## src/rtl/jtframe_mon_pkg.sv

```systemverilog
// Shared constants and types for the frame monitor: CRC-16-CCITT parameters,
// pixel width and the dump-window state encoding.
package jtframe_mon_pkg;
  localparam logic [15:0] CRC_POLY = 16'h1021;
  localparam logic [15:0] CRC_INIT = 16'hFFFF;
  localparam int          PXLW     = 24;

  typedef enum logic [1:0] {WAIT, ACTIVE, DONE} win_e;
endpackage

```

## src/rtl/jtframe_crc16.sv

```systemverilog
// Registered CRC-16-CCITT accumulator folding one 24-bit pixel per enabled cycle.
// seed restarts from CRC_INIT; seed together with en folds din into the fresh seed.
module jtframe_crc16
  import jtframe_mon_pkg::*;
(
  input  logic            clk,
  input  logic            rst,
  input  logic            seed,
  input  logic            en,
  input  logic [PXLW-1:0] din,
  output logic [15:0]     crc
);
  logic [15:0] base, nxt;

  // MSB-first bit-serial update unrolled over the whole pixel
  always_comb begin
    base = seed ? CRC_INIT : crc;
    nxt  = base;
    for (int i = PXLW-1; i >= 0; i--)
      nxt = {nxt[14:0], 1'b0} ^ ({16{nxt[15] ^ din[i]}} & CRC_POLY);
  end

  always_ff @(posedge clk or posedge rst) begin
    if (rst)       crc <= CRC_INIT;
    else if (en)   crc <= nxt;
    else if (seed) crc <= CRC_INIT;
  end
endmodule

```

## src/rtl/jtframe_frame_mon.sv

```systemverilog
// Frame monitor: counts vs falling edges, drives the dump window and, when
// JTFRAME_FRAME_SIG_EN is defined, publishes a per-frame CRC-16 video signature.
module jtframe_frame_mon
  import jtframe_mon_pkg::*;
#(
  parameter int          CW          = 32,
  parameter int unsigned START_FRAME = 0,
  parameter int unsigned STOP_FRAME  = 0
)(
  input  logic            clk,
  input  logic            rst,
  input  logic            pxl_cen,
  input  logic            vs,
  input  logic            lhbl,
  input  logic            lvbl,
  input  logic [PXLW-1:0] rgb,
  output logic [CW-1:0]   frame_cnt,
  output logic            frame_pulse,
  output logic            dump_en,
  output logic [15:0]     sig,
  output logic            sig_valid,
  input  logic            sig_ack,
  output logic            sig_ovr
);
  localparam win_e ST_RST = (START_FRAME == 0) ? ACTIVE : WAIT;

  logic          vs_l, boundary;
  logic [CW-1:0] cnt_nxt;
  win_e          st, st_nxt;

  assign boundary = vs_l & ~vs;
  assign cnt_nxt  = frame_cnt + CW'(1);

  always_ff @(posedge clk or posedge rst) begin
    if (rst) begin
      vs_l        <= 1'b0;
      frame_cnt   <= '0;
      frame_pulse <= 1'b0;
      st          <= ST_RST;
      dump_en     <= (ST_RST == ACTIVE);
    end else begin
      vs_l        <= vs;
      frame_pulse <= boundary;
      if (boundary) frame_cnt <= cnt_nxt;
      st          <= st_nxt;
      dump_en     <= (st_nxt == ACTIVE);
    end
  end

  // DONE never leaves, so a counter wrap cannot re-open the window
  always_comb begin
    st_nxt = st;
    if (boundary) begin
      case (st)
        WAIT:    if (cnt_nxt == CW'(START_FRAME)) st_nxt = ACTIVE;
        ACTIVE:  if (STOP_FRAME != 0 && cnt_nxt == CW'(STOP_FRAME)) st_nxt = DONE;
        default: st_nxt = st;
      endcase
    end
  end

`ifdef JTFRAME_FRAME_SIG_EN
  logic [15:0] crc;
  logic        primed, pix, publish;

  assign pix     = pxl_cen & lhbl & lvbl;
  // the first boundary after reset closes a partial frame
  assign publish = boundary & primed;

  jtframe_crc16 u_crc (
    .clk  (clk),
    .rst  (rst),
    .seed (boundary),
    .en   (pix),
    .din  (rgb),
    .crc  (crc)
  );

  always_ff @(posedge clk or posedge rst) begin
    if (rst) begin
      primed    <= 1'b0;
      sig       <= '0;
      sig_valid <= 1'b0;
      sig_ovr   <= 1'b0;
    end else begin
      if (boundary) primed <= 1'b1;
      if (publish) begin
        sig       <= crc;
        sig_valid <= 1'b1;
        if (sig_valid && !sig_ack) sig_ovr <= 1'b1;
      end else if (sig_ack) begin
        sig_valid <= 1'b0;
      end
    end
  end
`else
  logic unused_sig;
  assign unused_sig = ^{pxl_cen, lhbl, lvbl, rgb, sig_ack};
  assign sig        = '0;
  assign sig_valid  = 1'b0;
  assign sig_ovr    = 1'b0;
`endif
endmodule

```

## config.mk

```make
export PLATFORM = sky130hd
export DESIGN_NAME = jtframe_frame_mon
export DESIGN_NICKNAME = d
export VERILOG_FILES = /design/src/rtl/jtframe_mon_pkg.sv /design/src/rtl/jtframe_crc16.sv /design/src/rtl/jtframe_frame_mon.sv
export SDC_FILE = /design/constraint.sdc
export NUM_CORES = 1
export LEC_CHECK = 0
export CORE_ASPECT_RATIO = 1.4
export CORE_MARGIN = 4
export CORE_UTILIZATION = 45
export DETAILED_ROUTE_END_ITERATION = 7
export MAX_ROUTING_LAYER = met4
export PLACE_DENSITY = 0.87
export SLEW_MARGIN = 30
export SYNTH_ARGS = -nofsm -noshare
export SYNTH_HDL_FRONTEND = slang
export SYNTH_SLANG_ARGS = --single-unit
```

## constraint.sdc

```tcl
create_clock -name clk -period 3.4 [get_ports clk]
set_clock_uncertainty 0.15 [all_clocks]
set_input_delay 0.68 -clock clk [delete_from_list [all_inputs] [get_ports clk]]
set_output_delay 0.68 -clock clk [all_outputs]
set_load 0.005 [all_outputs]
```

* Word level (Yosys, flattened, before mapping)
Cells that the tools add are included.
Word-level totals: output and inout bits 52, logic and storage cells 14, bits in registers 37
Cells by class: mux-type cells 3, add/subtract/negate cells 1, reduce and logical (&&, ||, !) cells 2, equal/unequal tests 1, bitwise gates (word level) 2
Operators by type and width (number):
- adder 32 x 1 -> 32 bit, second input constant | 1
- zero test 32 bit | 1
- two-way mux 2 bit | 3
- equality test 2 x 1 -> 1 bit, second input constant | 1
- zero test 2 bit | 1
- AND 1 bit | 1
- NOT 1 bit | 1

* Depth between registers and ports, before layout
depth after elaboration 6, mapped depth 8, depth with buffers taken out 7

* Least setup slack after synthesis
OpenSTA, ideal clock, no wires.
path kind register to register, start point reg frame_cnt[0], end point reg st[0], path slack 854 ps, stages on the path, launching flop included 9, arrival 2299 ps, library setup time 97 ps, buffers on the path 1, path through dfrtp_1 > ha_1 > and3_1 > buf_2 > nand4_4 > nor3_2 > a31oi_1 > or4b_1 > o41ai_2
Between the ends: word-level cells in the longest chain between the ends 5
Ends and longest elaborated chain:
- from (decl) | line jtframe_frame_mon.sv:17 | output logic [CW-1:0] frame_cnt,
- from (signal assigned) | line jtframe_frame_mon.sv:44 | if (boundary) frame_cnt <= cnt_nxt;
- adder 32 x 1 -> 32 bit | line jtframe_frame_mon.sv:32 | assign cnt_nxt = frame_cnt + CW'(1);
- zero test 32 bit | line jtframe_frame_mon.sv:55 | WAIT: if (cnt_nxt == CW'(START_FRAME)) st_nxt = ACTIVE;
- two-way mux 2 bit | line jtframe_frame_mon.sv:55
- two-way mux 2 bit | line jtframe_frame_mon.sv:54 | case (st)
- two-way mux 2 bit | line jtframe_frame_mon.sv:53 | if (boundary) begin
- net st_nxt[0] | line jtframe_frame_mon.sv:29 | win_e st, st_nxt;
- to (signal assigned) | line jtframe_frame_mon.sv:45 | st <= st_nxt;
- to (decl) | line jtframe_frame_mon.sv:29
The timed path passes the listed nets, and every way through them passes these cells. A chain may end at the register's enable or synchronous reset.

* Worst setup path in the final report
Ends and elaborated chain as after synthesis.

==> summary.txt <==
Outcome
  – Status: completed

STA
  – Hold Fails Final Rpt: 0
  – Final Critical Period: 3.02 ns
  – RSZ-0062 raised after global routing: false
  – Final setup fails: 0
  – Max Fclk: 331 MHz
  – Worst rel slew slack: 55.4%
  – Final Max Slew Viols: 0
  – Worst slew pin tran: 0.664 ns
  – Final WS setup: 0.379 ns
  – Post-route setup TNS: 0 ns
  – Fin crit share: 88.9%

Logic synthesis
  – Syn avg cell area: 9.41 um^2
  – Post-synth cell types: 59
  – Post-synth ARST share: 100%
  – Yosys warns: 0
  – Top FF cell, synth: dfrtp_1
  – Synth Instances: 270
  – Post-Syn Area: 2540 um^2
  – Post-synth EDFFs: 0
  – Sequential share of the synthesized area: 36.6%
  – Synthesis-stage register bit count: 37

Floorplan
  – Die extent in y: 96.9 um
  – Die W: 71.5 um
  – Core Area: 5490 um^2
  – Top Ports: 83
  – Rows: 32
  – Starting Density: 46.3%
  – Full die area: 6930 um^2

Power and ir drop
  – Leak: 1.22 nW
  – Psw: 0.000333 W
  – Reg power frac: 50.9%
  – Comb pwr share: 20.9%
  – Pint: 0.000737 W
  – Power Density: 371 nW/um^2
  – Switch share: 31.1%
  – Max rail drop VDD: 0.353 mV
  – Clock power frac: 28.2%

Worst setup path
  – Top delay family on crit path: simple AND/OR/NAND/NOR gates
  – Reg2Reg Setup Slack: 0.38 ns
  – Crit start category: flip-flop
  – Largest stage delay, worst path: 0.50 ns
  – Bufs and invs on worst path: 0
  – Critical register-to-register path startpoint: frame_cnt[0]
  – Worst path required time: 3.44 ns
  – Worst Path Max Fanout: 9
  – Arrival @ worst endpoint: 3.06 ns
  – WS Path Type: flip-flop to flip-flop
  – Slowest cell on crit path: or4b_1
  – CP endpoint kind: flip-flop
  – Worst Setup SP: frame_cnt[0]
  – Critical path cell sequence: ha_1 -> and3_1 -> nand4_4 -> nor3_2 -> a31oi_1 -> or4b_1 -> o41ai_2

CTS
  – Clock slew at reported path FFs: 0.07 ns
  – CTS Root Cell: clkbuf_8
  – CTS Sinks: 37
  – CTS Buffer Depth: 2
  – H-tree depth: 2
  – CTS tree: built
  – Clk_lat worst skew: 0.29 ns
  – Cts bufs inserted: 5
  – Post-CTS Setup Bufs: 0
  – CTS Hold Bufs: 0
  – Post-CTS sizing: 0

Global routing
  – Largest net degree at the start of global routing: 21
  – First-pass GRT wire length: 9.62 mm
  – GR Util All Layers: 17.5%
  – Vias in the first global route: 1985
  – Initial antenna violation count: 0
  – GRT overflow: 0

Routing
  – Drt drc: 0
  – First-pass iteration count of the detailed router: 4
  – Remaining antenna violation count: 0
  – Vias: 2084
  – DR WL/cell: 15.8 um
  – Initial DRC Count: 164
  – Final WL: 5.70 mm
  – Vias per cell: 5.77

Cells and area
  – Share of cells above drive strength 1: 7.85%
  – Final instance area: 2890 um^2
  – Commonest non-fill, non-tap cell in the layout: clkdlybuf4s50_1
  – # diodes: 0
  – Commonest non-fill, non-tap cells in the layout: clkdlybuf4s50_1 (36), dfrtp_1 (35), xnor2_1 (22)
  – Layout Cells excl Fill: 361
  – Layout area overhead: 13.7%
  – Final Util: 52.7%
  – Final nets: 325

Placed design
  – Pre-CTS setup slack: 0.460 ns
  – I/O Buffers: 36
  – Cell count after placement: 353
  – DP Area: 2810 um^2
  – Hpwl dp: 4.11 mm
  – RD Place Congestion: 0.946

Min path
  – Min-delay src: st[1]
  – HP Class: flip-flop to flip-flop

Job
  – Max Cap Violations: 0
## registers in the layout, indices dropped and copies added, names as in the netlist
register     count
frame_cnt       32
st               2
dump_en          1
frame_pulse      1
vs_l             1
## kinds of logic after synthesis
family / count (synthesis) / synth area share (%)
flip-flops: 37 / 36.6
AND/OR/NAND/NOR: 112 / 26.1
other: 1 / 0.148
AO/OA/AOI/OAI: 32 / 10.9
buffers and inverters: 45 / 11.0
adder cells (fa/ha/maj): 2 / 0.985
XOR/XNOR: 39 / 13.4
multiplexers: 2 / 0.837
## cell usage after synthesis, types with 3 or more instances
| library cell | n | area share [%] |
|---|---|---|
| nor2_1 | 18 | 2.7 |
| inv_1 | 4 | 0.59 |
| buf_2 | 11 | 2.2 |
| dfrtp_1 | 35 | 34 |
| clkbuf_1 | 7 | 1.0 |
| and3_1 | 8 | 2.0 |
| or3_1 | 3 | 0.74 |
| nor4_1 | 10 | 2.5 |
| xor2_1 | 17 | 5.9 |
| nand2_1 | 14 | 2.1 |
| nand3_1 | 18 | 3.5 |
| o21ai_0 | 5 | 0.99 |
| buf_4 | 18 | 5.3 |
| buf_6 | 4 | 1.8 |
| nand4_1 | 14 | 3.4 |
| nor3_1 | 7 | 1.4 |
| and4_1 | 4 | 1.4 |
| xnor2_1 | 22 | 7.6 |
## power groups by stage
| stage | Combinational, W | Clock, W | Sequential, W |
|---|---|---|---|
| global placement | 0.000218 | 0 | 0.000549 |
| CTS | 0.000227 | 0.000307 | 0.000544 |
| detailed placement | 0.000223 | 0 | 0.000551 |
| finish | 0.000224 | 0.000302 | 0.000545 |
| global route | 0.000246 | 0.000325 | 0.000554 |
| floorplan | 0.000189 | 0 | 0.000525 |
## worst paths after layout
path	cells past startpoint	to
setup / recovery	7	st[0]
hold / removal	0	st[1]
setup reg to reg	7	st[0]
hold reg to reg	0	st[1]
max in group asynchronous	3	dump_en
min in group asynchronous	2	frame_cnt[20]
## per-layer routing
metal / up-vias / track usage, % / part of all wire (%)
met4: 0 / 6.66 / 2.0
met2: 78 / 29.5 / 54
li1: 978 / - / -
met5: - / - / 0
met1: 1013 / 20.7 / 39
met3: 15 / 2.60 / 5.0
## per-stage QoR
step,hold slack (ns),power [W]
detailed placement,0.285,0.000774
global route,0.321,0.00112
CTS,0.288,0.00108
global placement,0.283,0.000767
floorplan,0.299,0.000714
finish,0.294,0.00107
## layout make-up
cell class	count	area [um^2]
clock inverter	2	10.0
inverter	4	15.0
fill	502	2600
sequential	37	928
multi-input combinational	205	1400
timing repair buffer	39	383
clock buffer	6	72.6
tap	68	85.1
(Power assumes the default switching activity.)
